File: src/rtl/sr_pkg.sv
// Shared definitions for the serial/parallel converters (transmitter and receiver).
package sr_pkg;

    localparam int WORD_W = 8;

    typedef enum logic {
        IDLE  = 1'b0,
        SHIFT = 1'b1
    } sr_state_e;

    // Frame length in bits: the data word plus an optional trailing parity bit.
    function automatic int sr_frame_bits(input int width, input bit parity_en);
        return width + (parity_en ? 1 : 0);
    endfunction

endpackage

File: src/rtl/sr_s2p_outreg.sv
// Single-entry valid/ready holding register; a word arriving while full and not
// being drained is dropped and flagged with a one-cycle overrun pulse.
module sr_s2p_outreg
    import sr_pkg::*;
#(
    parameter int WIDTH = WORD_W
) (
    input  logic             clk,
    input  logic             reset,
    input  logic             in_valid,
    input  logic [WIDTH-1:0] in_data,
    input  logic             out_ready,
    output logic [WIDTH-1:0] out_data,
    output logic             out_valid,
    output logic             overrun
);

    logic load;
    logic accept;

    // Loading while full is allowed only when the held word leaves on the same edge.
    assign load   = in_valid && (!out_valid || out_ready);
    assign accept = out_valid && out_ready;

    always_ff @(posedge clk) begin
        if (reset) begin
            out_data  <= '0;
            out_valid <= 1'b0;
            overrun   <= 1'b0;
        end else begin
            overrun <= in_valid && out_valid && !out_ready;
            if (load) begin
                out_data  <= in_data;
                out_valid <= 1'b1;
            end else if (accept) begin
                out_valid <= 1'b0;
            end
        end
    end

endmodule

File: src/rtl/sr_s2p_rx.sv
// Serial-to-parallel receiver, MSB first, framed by start.
// Optional even-parity trailer enabled by macro SR_S2P_RX_PARITY_EN.
//
// state | meaning
// IDLE  | waiting for start; data_in ignored
// SHIFT | frame in progress; cnt = frame bits still to capture
module sr_s2p_rx
    import sr_pkg::*;
#(
    parameter int WIDTH = WORD_W
) (
    input  logic             clk,
    input  logic             reset,
    input  logic             data_in,
    input  logic             start,
    output logic [WIDTH-1:0] out_data,
    output logic             out_valid,
    input  logic             out_ready,
    output logic             busy,
    output logic             overrun,
    output logic             frame_err,
    output logic             parity_err
);

`ifdef SR_S2P_RX_PARITY_EN
    localparam int FRAME_BITS = sr_frame_bits(WIDTH, 1'b1);
`else
    localparam int FRAME_BITS = sr_frame_bits(WIDTH, 1'b0);
`endif
    localparam int CNT_W = $clog2(FRAME_BITS + 1);

    sr_state_e        state, state_nx;
    logic [CNT_W-1:0] cnt, cnt_nx;
    logic [WIDTH-1:0] shreg, shreg_nx;
    logic [WIDTH-1:0] shifted;
    logic [WIDTH-1:0] word_data;
    logic             word_stb;
    logic             ferr_nx;
    logic             last_bit;
`ifdef SR_S2P_RX_PARITY_EN
    logic             perr_nx;
    logic             perr_q;
`endif

    assign shifted  = {shreg[WIDTH-2:0], data_in};
    assign last_bit = (state == SHIFT) && (cnt == CNT_W'(1));

    always_comb begin
        state_nx  = state;
        cnt_nx    = cnt;
        shreg_nx  = shreg;
        word_stb  = 1'b0;
        word_data = shifted;
        ferr_nx   = 1'b0;
`ifdef SR_S2P_RX_PARITY_EN
        perr_nx   = 1'b0;
`endif
        case (state)
            IDLE: begin
                if (start) begin
                    shreg_nx = {{(WIDTH-1){1'b0}}, data_in};
                    cnt_nx   = CNT_W'(FRAME_BITS - 1);
                    state_nx = SHIFT;
                end
            end
            SHIFT: begin
                if (last_bit) begin
`ifdef SR_S2P_RX_PARITY_EN
                    // Final bit is the parity trailer; the word is already complete in shreg.
                    word_data = shreg;
                    word_stb  = ((^shreg) == data_in);
                    perr_nx   = ((^shreg) != data_in);
`else
                    word_stb  = 1'b1;
`endif
                    cnt_nx   = '0;
                    state_nx = IDLE;
                    // A start on the final bit also opens the next frame with this bit as MSB.
                    if (start) begin
                        shreg_nx = {{(WIDTH-1){1'b0}}, data_in};
                        cnt_nx   = CNT_W'(FRAME_BITS - 1);
                        state_nx = SHIFT;
                    end
                end else if (start) begin
                    ferr_nx  = 1'b1;
                    shreg_nx = {{(WIDTH-1){1'b0}}, data_in};
                    cnt_nx   = CNT_W'(FRAME_BITS - 1);
                end else begin
                    shreg_nx = shifted;
                    cnt_nx   = cnt - CNT_W'(1);
                end
            end
            default: state_nx = IDLE;
        endcase
    end

    always_ff @(posedge clk) begin
        if (reset) begin
            state     <= IDLE;
            cnt       <= '0;
            shreg     <= '0;
            frame_err <= 1'b0;
        end else begin
            state     <= state_nx;
            cnt       <= cnt_nx;
            shreg     <= shreg_nx;
            frame_err <= ferr_nx;
        end
    end

`ifdef SR_S2P_RX_PARITY_EN
    always_ff @(posedge clk) begin
        if (reset) perr_q <= 1'b0;
        else       perr_q <= perr_nx;
    end
    assign parity_err = perr_q;
`else
    assign parity_err = 1'b0;
`endif

    assign busy = (state == SHIFT);

    sr_s2p_outreg #(
        .WIDTH(WIDTH)
    ) u_outreg (
        .clk      (clk),
        .reset    (reset),
        .in_valid (word_stb),
        .in_data  (word_data),
        .out_ready(out_ready),
        .out_data (out_data),
        .out_valid(out_valid),
        .overrun  (overrun)
    );

endmodule
File: config.mk
export PLATFORM = sky130hd
export DESIGN_NAME = sr_s2p_rx
export DESIGN_NICKNAME = d
export VERILOG_FILES = /design/src/rtl/sr_pkg.sv /design/src/rtl/sr_s2p_outreg.sv /design/src/rtl/sr_s2p_rx.sv
export SDC_FILE = /design/constraint.sdc
export NUM_CORES = 1
export LEC_CHECK = 0
export CORE_MARGIN = 10
export CORE_UTILIZATION = 54
export DETAILED_ROUTE_END_ITERATION = 6
export PLACE_DENSITY = 0.94
export SLEW_MARGIN = 5
export SYNTH_ARGS = -nofsm -noshare
export SYNTH_HDL_FRONTEND = slang
export SYNTH_HIERARCHICAL = 1
export SYNTH_SLANG_ARGS = --single-unit
export TNS_END_PERCENT = 30
File: constraint.sdc
create_clock -name clk -period 5.2 [get_ports clk]
set_clock_uncertainty 0.05 [all_clocks]
set_input_delay 1.04 -clock clk [delete_from_list [all_inputs] [get_ports clk]]
set_output_delay 1.04 -clock clk [all_outputs]
set_load 0.1 [all_outputs]
==> flow_summary_export.csv, run 1 <==
group,metric,value,unit
yosys,net_count_synth,108,
yosys,synth-seq-cells,23,
yosys,compound_gate_portion_of_the_synthesized_area,0.05051,
critical_path,data_required_critical_path,4.11,ns
finish,antenna_cells_inserted,0,
global_route,initial_antenna_violation_count,0,
placement,place.detailed.hpwl,1427,um
detailed_routing,firstDrtPassIters,4,
finish,layout-area-overhead-vs-synth,18.81,%
critical_path,crit_type,"reg2out",
sta,min_period,3.047,ns
global_route,grt_max_degree,28,
cts,cts_buffer_depth,2,
sta,tightest_slew,0.9829,ns
yosys,synth_largest_area_cell,"sky130_fd_sc_hd__dfxtp_1",
power,fin_total_pwr,311.8,uW
cts,clock_sink_count,23,
cts,tritoncts,"yes",
power,worst_ir_drop_vdd,0.2230,mV
floorplanning,design.die.area,3948,um^2
cts,ctsHtreeMaxLevel,1,
sta,setup_violations,0,
critical_path,cp-end-kind,"output port",
detailed_routing,routedWlPerCell,12.94,um
yosys,seq_area_frac_synth,0.4646,
finish,share_of_final_layout_standard_cells_stronger_than_drive_strength_1,0.07759,
detailed_routing,drt_wl_total,1824,um
cts,postCtsResizedCells,0,
placement,port-buffer-count,16,
detailed_routing,vias,696,
detailed_routing,detailed_router_s_first_iteration_violation_count,22,
global_route,number_of_global_route_vias_before_repair,680,
yosys,postSynth.topFlopCell,"sky130_fd_sc_hd__dfxtp_1",
critical_path,crit_path_start,"busy",
floorplanning,die_width,62.84,um
floorplanning,floorplan.io_pins,18,
floorplanning,design.core.area,1727,um^2
yosys,multiplexer_share_of_the_synthesized_area,0.1616,
min_path,holdCritStartpoint,"shreg[6]",
finish,fillCellCount,145,
detailed_routing,detail-route-antenna-nets,0,
sta,fmax,0.3282,GHz
critical_path,slowest_delay,1.18,ns
min_path,min-delay-path-class,"reg2reg",
critical_path,arrival,1.96,ns
cts,insertion_delay,0.31,ns
floorplanning,floorplan.initialDensity,0.5739,
sta,fin_setup_tns,0,ns
global_route,grt_pass1_wl,3056,um
sta,timing_hold_violations_final,0,
yosys,synthXorXnorAreaFrac,0,
global_route,remaining_global_route_overflow,0,
power,pwr_density_cell,264.8,nW/um^2
yosys,synth_cell_type_count,24,
yosys,synth_area_in_simple_gates,0.2475,
cts,worst_setup_hold_path_clk_slew,0.12,ns
floorplanning,die_height,62.84,um
cts,cts_inserted_buffers,3,
critical_path,cp_slowest_cell,"sky130_fd_sc_hd__clkdlybuf4s50_1",
cts,clockRootBuffer,"sky130_fd_sc_hd__clkbuf_4",
finish,multiInputGateArea,484.2,um^2
critical_path,critical_path_peak_fanout,7,
sta,drv_slew,0,
placement,placer_congestion_estimate,0.7904,
detailed_routing,viasPerCell,4.936,
sta,slew-limit-headroom,0.3427,
sta,rsz0062_at_grt,"false",
yosys,synth_async_sr_flop_share,0,
detailed_routing,drc_viols,0,
power,p_leak,0.4330,nW
finish,layout.area.seq,460.4,um^2
yosys,synthesis.instances,101,
yosys,syn-mean-instance-area,9.811,um^2
critical_path,reg2reg_from,"cnt[1]",
global_route,groute.usage.overall,0.09282,
yosys,yosysMostFrequentCell,"sky130_fd_sc_hd__dfxtp_1",
cts,postCtsSetupRepairBufs,0,
finish,finish.net_count,124,
yosys,commonest_cells_post_synth,"sky130_fd_sc_hd__dfxtp_1 (23), sky130_fd_sc_hd__nand2b_1 (18), sky130_fd_sc_hd__mux2i_1 (16)",
yosys,netlist_area,991.0,um^2
yosys,synth.top_cells.by_area,"sky130_fd_sc_hd__dfxtp_1 (46%), sky130_fd_sc_hd__mux2i_1 (16%), sky130_fd_sc_hd__nand2b_1 (11%)",
critical_path,path_buf_inv,1,
critical_path,crit_chain,"clkdlybuf4s50_1",
outcome,outcome,"completed",
yosys,largest_family_of_logic_cells_by_synthesized_area,"simple AND/OR/NAND/NOR gates",
yosys,yosysTopAreaCellShare,0.4646,
yosys,yosysWarnings,6,
flow_run,timing.max_cap.violations,0,
critical_path,worst_setup_path_start_kind,"flip-flop",
floorplanning,row_count,15,
yosys,post_synth_fa_ha_maj_area_fraction,0.02525,
cts,holdBufCountCts,0,
sta,fin_crit_share,0.5860,
critical_path,critPathTopFamily,"buffers and inverters",
yosys,number_of_enable_type_register_cells_in_the_synthesized_netlist,0,
==> final cells by class <==
cell class                 instances  share of cell area
multi-input combinational         69              0.4113
inverter                           4             0.01275
clock buffer                       4             0.02232
timing repair buffer              16              0.1360
sequential                        23              0.3911
tap                               25             0.02657
==> cells by family (layout without fill, tap and decap cells) <==
kind of cell	Yosys count	in the layout
and+or+nand+nor	42	42
DFF	23	23
buffers and inverters	9	24
AOI/OAI and AO/OA	8	8
adders and majority gates	2	2
other	1	1
muxes	16	16
==> cell usage in the layout (no fill, tap or decap), types with 3 or more instances in the layout <==
master,netlist,final
sky130_fd_sc_hd__a21oi_1,6,6
sky130_fd_sc_hd__clkbuf_4,0,3
sky130_fd_sc_hd__clkdlybuf4s50_1,0,16
sky130_fd_sc_hd__dfxtp_1,23,23
sky130_fd_sc_hd__inv_1,3,3
sky130_fd_sc_hd__mux2i_1,16,16
sky130_fd_sc_hd__nand2_1,8,8
sky130_fd_sc_hd__nand2b_1,18,18
sky130_fd_sc_hd__nor2_1,7,7
==> per-stage QoR <==
step	hold slack (ns)	util	std cells	setup WS [ns]	instance area, um^2
final	0.4261	0.6819	141	2.153	1177
after global routing	0.4562	0.6819	141	2.089	1177
after CTS	0.4315	0.6819	141	2.149	1177
after detailed placement	0.4122	0.6667	137	2.484	1151
after global placement	0.4105	0.6667	137	2.504	1151
after floorplan	0.3887	-	101	3.099	991.0
==> tightest hold or removal path: cells and delay by family (launching register included) <==
kind / cells / cell delay, ns
mux: 1 / 0.05
flops: 1 / 0.33
simple gates: 1 / 0.05
==> report_power, final <==
group | total, mW | internal (mW) | switching (mW)
Clock | 0.0804 | 0.0300 | 0.0504
Sequential | 0.185 | 0.181 | 0.00433
Combinational | 0.0465 | 0.0174 | 0.0292
Total | 0.312 | 0.228 | 0.0839
==> layer usage <==
metal	wire length, um	track usage	part of all wire
met2	851	0.1538	0.47
met4	25	0.03352	0.014
met3	132	0.04480	0.072
met5	0	0	0
met1	815	0.1000	0.45
==> path summary, 6_finish.rpt <==
kind / end / slack [ns] / depth (start not counted)
worst min register to register: shreg[6] / 0.43 / 2
worst max-delay path: busy / 2.15 / 1
worst min-delay path: shreg[6] / 0.43 / 2
worst max register to register: u_outreg/out_data[5] / 3.10 / 6
==> registers in the layout, summed over array words and instances, names as in the netlist <==
name and count:
busy 1, cnt 4, frame_err 1, shreg 7
u_outreg/out_data 8, u_outreg/out_valid 1, u_outreg/overrun 1
No activity file was read; power rests on OpenSTA's default activity.
==> inputs of run 2 (changes only) <==
CORE_UTILIZATION = 50   (was 54)
PLACE_DENSITY = 0.89   (was 0.94)
clock period = 2.9 ns   (was 5.2 ns; I/O delays follow)
==> run 2 against run 1 <==
  * Flip-flop and latch count is the same
  * Non-clock buffer count grew 1
  * Largest cell class unchanged
  * Power grew 79%
==> flow_summary_export.csv, run 2 (same netlist as run 1, synthesis figures left out) <==
group,metric,value,unit
floorplanning,floorplan.initialDensity,0.5156,
placement,port-buffer-count,16,
flow_run,timing.max_cap.violations,0,
critical_path,data_required_critical_path,3.08,ns
cts,tritoncts,"yes",
finish,fillCellCount,175,
power,fin_total_pwr,556.9,uW
detailed_routing,viasPerCell,5.021,
critical_path,critPathTopFamily,"simple AND/OR/NAND/NOR gates",
sta,fin_ws,0.8747,ns
sta,tightest_slew,0.5641,ns
sta,setup_violations,0,
cts,cts_inserted_buffers,3,
cts,worst_setup_hold_path_clk_slew,0.12,ns
power,pwr_density_cell,481.2,nW/um^2
floorplanning,die_height,64.52,um
cts,cts_buffer_depth,2,
critical_path,reg2reg_to,"u_outreg/out_data[6]",
finish,instances_no_fill,144,
critical_path,crit_chain,"ha_1 > or3b_4 > nor2_1 > a21boi_2 > mux2i_1",
cts,clock_sink_count,23,
detailed_routing,vias,723,
cts,postCtsSetupRepairBufs,0,
placement,placer_congestion_estimate,0.7453,
placement,dp.cells,140,
sta,min_period,2.025,ns
critical_path,cp_slowest_cell,"sky130_fd_sc_hd__a21boi_2",
min_path,worstHoldPathCells,2,
global_route,grt_max_degree,23,
sta,fin_setup_tns,0,ns
critical_path,slowest_delay,0.51,ns
global_route,number_of_global_route_vias_before_repair,727,
global_route,groute.usage.overall,0.09212,
min_path,min-delay-path-class,"reg2reg",
detailed_routing,detailed_router_s_first_iteration_violation_count,31,
power,worst_ir_drop_vdd,0.2490,mV
finish,layout-area-overhead-vs-synth,16.79,%
critical_path,worst_setup_path_start_kind,"flip-flop",
finish,mostFrequentLayoutCell,"sky130_fd_sc_hd__dfxtp_1",
detailed_routing,drc_viols,0,
detailed_routing,firstDrtPassIters,4,
sta,fin_crit_share,0.6984,
finish,share_of_final_layout_standard_cells_stronger_than_drive_strength_1,0.1880,
finish,layout.cells.most_common_list,"sky130_fd_sc_hd__dfxtp_1 (23), sky130_fd_sc_hd__nand2b_1 (18), sky130_fd_sc_hd__mux2i_1 (16), sky130_fd_sc_hd__buf_4 (13), sky130_fd_sc_hd__nand2_1 (8)",
finish,multiInputGateArea,484.2,um^2
floorplanning,row_count,16,
detailed_routing,detail-route-antenna-nets,0,
sta,drv_slew,0,
sta,timing_hold_violations_final,0,
finish,antenna_cells_inserted,0,
sta,worst_hold_slack,0.4234,ns
sta,rsz0062_at_grt,"false",
global_route,initial_antenna_violation_count,0,
min_path,min_delay_worst_endpoint,"shreg[6]",
cts,clockRootBuffer,"sky130_fd_sc_hd__clkbuf_4",
cts,insertion_delay,0.30,ns
critical_path,critical_path_peak_fanout,8,
finish,most_flop_heavy_register,"u_outreg/out_data",
global_route,remaining_global_route_overflow,0,
cts,holdBufCountCts,0,
critical_path,crit_type,"reg2reg",
critical_path,regToRegSetupSlack,0.87,ns
critical_path,ff2ff_path_depth,5,
placement,place.detailed.hpwl,1317,um
sta,slew-limit-headroom,0.6217,
floorplanning,design.core.area,1922,um^2
critical_path,cp-end-kind,"flip-flop",
critical_path,arrival,2.21,ns
global_route,grt_pass1_wl,3194,um
outcome,outcome,"completed",
detailed_routing,drt_wl_total,1744,um
power,p_leak,0.4616,nW
critical_path,reg2reg_from,"cnt[0]",
finish,finish.net_count,125,
min_path,holdCritStartpoint,"shreg[6]",
finish,layout.area.seq,460.4,um^2
finish,largestRegisters,"u_outreg/out_data (8), shreg (7), cnt (4)",
sta,fmax,0.4938,GHz
floorplanning,floorplan.io_pins,18,
finish,largest_register_ffs,8,
floorplanning,die_width,64.52,um
floorplanning,design.die.area,4163,um^2
placement,dp_worst_setup_slack,0.8771,ns
cts,postCtsResizedCells,0,
cts,ctsHtreeMaxLevel,1,
critical_path,path_buf_inv,0,
detailed_routing,routedWlPerCell,12.11,um
==> run 2: changes by cell type in the layout (fill, tap and decap cells not counted) <==
| cell | previous run | this run |
|---|---|---|
| sky130_fd_sc_hd__buf_4 | 0 | 13 |
| sky130_fd_sc_hd__clkdlybuf4s50_1 | 16 | 4 |
==> run 2: worst min-delay path, delay by kind of cell, from the launching register on <==
kind	cells	cell delay (ns)
DFF	1	0.33
muxes	1	0.06
and+or+nand+nor	1	0.05
==> run 2: layout make-up <==
cell class / count / share of cell area
repair buffers: 17 / 0.1189
multi-input cells: 69 / 0.4184
flip-flops and latches: 23 / 0.3978
clock buffers: 4 / 0.02270
well taps: 27 / 0.02919
inverters: 4 / 0.01297
==> run 2: how the worst max path moves through the flow <==
stage                    from                    to  slack, ns  cells past startpoint
floorplan                busy  u_outreg/out_data[0]       0.94                      5
detailed placement     cnt[1]  u_outreg/out_data[0]       0.88                      6
CTS                    cnt[1]  u_outreg/out_data[0]       0.84                      6
global route           cnt[1]  u_outreg/out_data[4]       0.65                      6
global placement    out_ready  u_outreg/out_data[4]       0.96                      4
finish                 cnt[0]  u_outreg/out_data[6]       0.87                      5
==> run 2: stage by stage <==
stage | util | instance area, um^2
floorplan | - | 991.0
global placement | 0.5885 | 1131
detailed placement | 0.5885 | 1131
CTS | 0.6022 | 1157
global route | 0.6022 | 1157
finish | 0.6022 | 1157
==> run 2: routing by layer <==
| layer | track usage | vias to the layer above | share of wire |
|---|---|---|---|
| met3 | 0.02577 | 2 | 0.076 |
| met1 | 0.1092 | 343 | 0.45 |
| met5 | 0 | - | 0 |
| li1 | - | 361 | - |
| met2 | 0.1441 | 17 | 0.46 |
| met4 | 0.05615 | 0 | 0.017 |
==> run 2: power breakdown <==
part           total [mW]  switching, mW  leakage [nW]  internal (mW)
Clock               0.143         0.0890        0.0150         0.0536
Combinational      0.0823         0.0514         0.260         0.0309
Sequential          0.332        0.00820         0.187          0.324
Total               0.557          0.149         0.462          0.408
==> inputs of run 3 (changes only) <==
clock period = 2 ns   (was 2.9 ns; I/O delays follow)
==> run 3 against run 2 <==
  * Hold slack improved by 0.0041 ns
  * Die area unchanged
  * Power increased by 47%
  * Utilization increased by 2.2 points
  * Setup slack got worse by 0.71 ns
  * Global-route usage increased by 0.20 points
  * Non-clock buffer count increased by 2
  * Via count increased by 0.83%
  * Register-to-register slack got worse by 0.71 ns
  * Highest routed layer unchanged
  * Critical path depth increased by 1
==> flow_summary_export.csv, run 3 (same netlist as run 1, synthesis figures left out) <==
group,metric,value,unit
global_route,number_of_global_route_vias_before_repair,734,
global_route,groute.usage.overall,0.09409,
cts,tritoncts,"yes",
sta,fin_crit_share,0.9179,
critical_path,data_required_critical_path,2.19,ns
placement,place.detailed.hpwl,1481,um
power,power.combinational.fraction,0.158,
detailed_routing,viasPerCell,4.993,
sta,fmax,0.5447,GHz
floorplanning,floorplan.initialDensity,0.5156,
detailed_routing,vias,729,
sta,fin_ws,0.1642,ns
min_path,min-delay-path-class,"reg2reg",
cts,clockRootBuffer,"sky130_fd_sc_hd__clkbuf_4",
critical_path,crit_type,"reg2reg",
cts,ctsHtreeMaxLevel,1,
cts,postCtsSetupRepairBufs,0,
detailed_routing,detailed_router_s_first_iteration_violation_count,20,
finish,layout-area-overhead-vs-synth,21.09,%
floorplanning,design.core.area,1922,um^2
finish,layout.cells.most_common_list,"sky130_fd_sc_hd__dfxtp_1 (23), sky130_fd_sc_hd__nand2b_1 (18), sky130_fd_sc_hd__mux2i_1 (16), sky130_fd_sc_hd__buf_4 (13), sky130_fd_sc_hd__nand2_1 (8)",
placement,dp_worst_setup_slack,0.1685,ns
critical_path,reg2reg_from,"cnt[0]",
cts,worst_setup_hold_path_clk_slew,0.11,ns
cts,clock_sink_count,23,
detailed_routing,firstDrtPassIters,5,
sta,drv_slew,0,
power,p_leak,0.4783,nW
floorplanning,die_width,64.52,um
finish,share_of_final_layout_standard_cells_stronger_than_drive_strength_1,0.2101,
finish,largestRegisters,"u_outreg/out_data (8), shreg (7), cnt (4)",
power,p_int,599.7,uW
sta,setup_violations,0,
floorplanning,design.die.area,4163,um^2
finish,finish.net_count,127,
placement,placer_congestion_estimate,0.7551,
power,worst_ir_drop_vdd,0.3624,mV
placement,dp.cells,142,
critical_path,critPathCapture,"u_outreg/out_data[4]",
detailed_routing,drt_wl_total,1900,um
critical_path,cp-end-kind,"flip-flop",
critical_path,arrival,2.02,ns
floorplanning,row_count,16,
critical_path,reg2reg_to,"u_outreg/out_data[4]",
critical_path,ff2ff_path_depth,6,
critical_path,worst_setup_path_start_kind,"flip-flop",
sta,rsz0062_at_grt,"false",
floorplanning,die_height,64.52,um
critical_path,regToRegSetupSlack,0.16,ns
detailed_routing,routedWlPerCell,13.01,um
sta,fin_setup_tns,0,ns
cts,cts_buffer_depth,2,
finish,antenna_cells_inserted,0,
finish,most_flop_heavy_register,"u_outreg/out_data",
finish,instances_no_fill,146,
global_route,remaining_global_route_overflow,0,
sta,timing_hold_violations_final,0,
outcome,outcome,"completed",
power,switching_share,0.2693,
placement,port-buffer-count,16,
global_route,grt_max_degree,15,
global_route,grt_pass1_wl,3201,um
critical_path,crit_path_start,"cnt[0]",
detailed_routing,detail-route-antenna-nets,0,
sta,min_period,1.836,ns
power,p_sw,221.1,uW
flow_run,timing.max_cap.violations,0,
global_route,initial_antenna_violation_count,0,
finish,largest_register_ffs,8,
power,pwr_density_cell,684.0,nW/um^2
detailed_routing,drc_viols,0,
cts,cts_inserted_buffers,3,
power,power_frac_seq,0.588,
cts,insertion_delay,0.31,ns
floorplanning,floorplan.io_pins,18,
finish,mostFrequentLayoutCell,"sky130_fd_sc_hd__dfxtp_1",
critical_path,critical_path_peak_fanout,8,
power,clock_power_share,0.254,
==> run 3: cell types whose count changed in the layout (fill, tap and decap cells not counted) <==
cell,delta
sky130_fd_sc_hd__nor2_2,+1
sky130_fd_sc_hd__nor2_1,-1
sky130_fd_sc_hd__buf_12,+2
==> run 3: worst min-delay path by stage <==
stage	depth (start not counted)	from	end	slack, ns
after global routing	2	u_outreg/out_data[5]	u_outreg/out_data[5]	0.46
after floorplan	2	shreg[6]	shreg[6]	0.39
after detailed placement	2	shreg[6]	shreg[6]	0.41
final	2	shreg[6]	shreg[6]	0.43
after CTS	2	shreg[6]	shreg[6]	0.43
after global placement	2	shreg[6]	shreg[6]	0.40
==> run 3: timing repair <==
action                                  4_1_cts  5_1_grt
resized for setup                             0        1
hold buffers                                  0        0
endpoints found under the setup margin        0        2
==> run 3: final cells by class <==
type	count	area [um^2]
clock buffers	4	26.28
fillers	167	721.9
inverters	4	15.01
multi-input cells	69	486.7
flip-flops and latches	23	460.4
well taps	27	33.78
repair buffers	19	177.7
==> run 3: power groups by stage <==
stage	clock (mW)	sequential, mW	combinational [mW]
after floorplan	0	0.515	0.0712
after global placement	0	0.492	0.126
after detailed placement	0	0.492	0.129
after CTS	0.215	0.482	0.129
after global routing	0.231	0.484	0.139
final	0.209	0.483	0.130
==> run 3: worst max-delay path: stages (launching register included) <==
cell                       delay, ns
sky130_fd_sc_hd__dfxtp_1        0.41
sky130_fd_sc_hd__ha_1           0.20
sky130_fd_sc_hd__or3b_4         0.41
sky130_fd_sc_hd__nor2_2         0.12
sky130_fd_sc_hd__a21boi_2       0.16
sky130_fd_sc_hd__buf_4          0.19
sky130_fd_sc_hd__mux2i_1        0.23
==> run 3: routing by layer <==
| metal | up-vias | global-route usage | share of wire |
|---|---|---|---|
| met4 | 0 | 0.06417 | 0.033 |
| met2 | 15 | 0.1650 | 0.49 |
| met3 | 5 | 0.02405 | 0.054 |
| met1 | 341 | 0.09594 | 0.43 |
| li1 | 368 | - | - |
| met5 | - | 0 | 0 |
==> run 3: metrics by stage <==
stage | util | cell area (um^2) | total power, mW | hold WS [ns]
CTS | 0.6230 | 1197 | 0.8260 | 0.4309
global route | 0.6243 | 1200 | 0.8538 | 0.4593
global placement | 0.6094 | 1171 | 0.6178 | 0.4026
finish | 0.6243 | 1200 | 0.8208 | 0.4276
detailed placement | 0.6094 | 1171 | 0.6211 | 0.4141
floorplan | - | 991.0 | 0.5866 | 0.3887
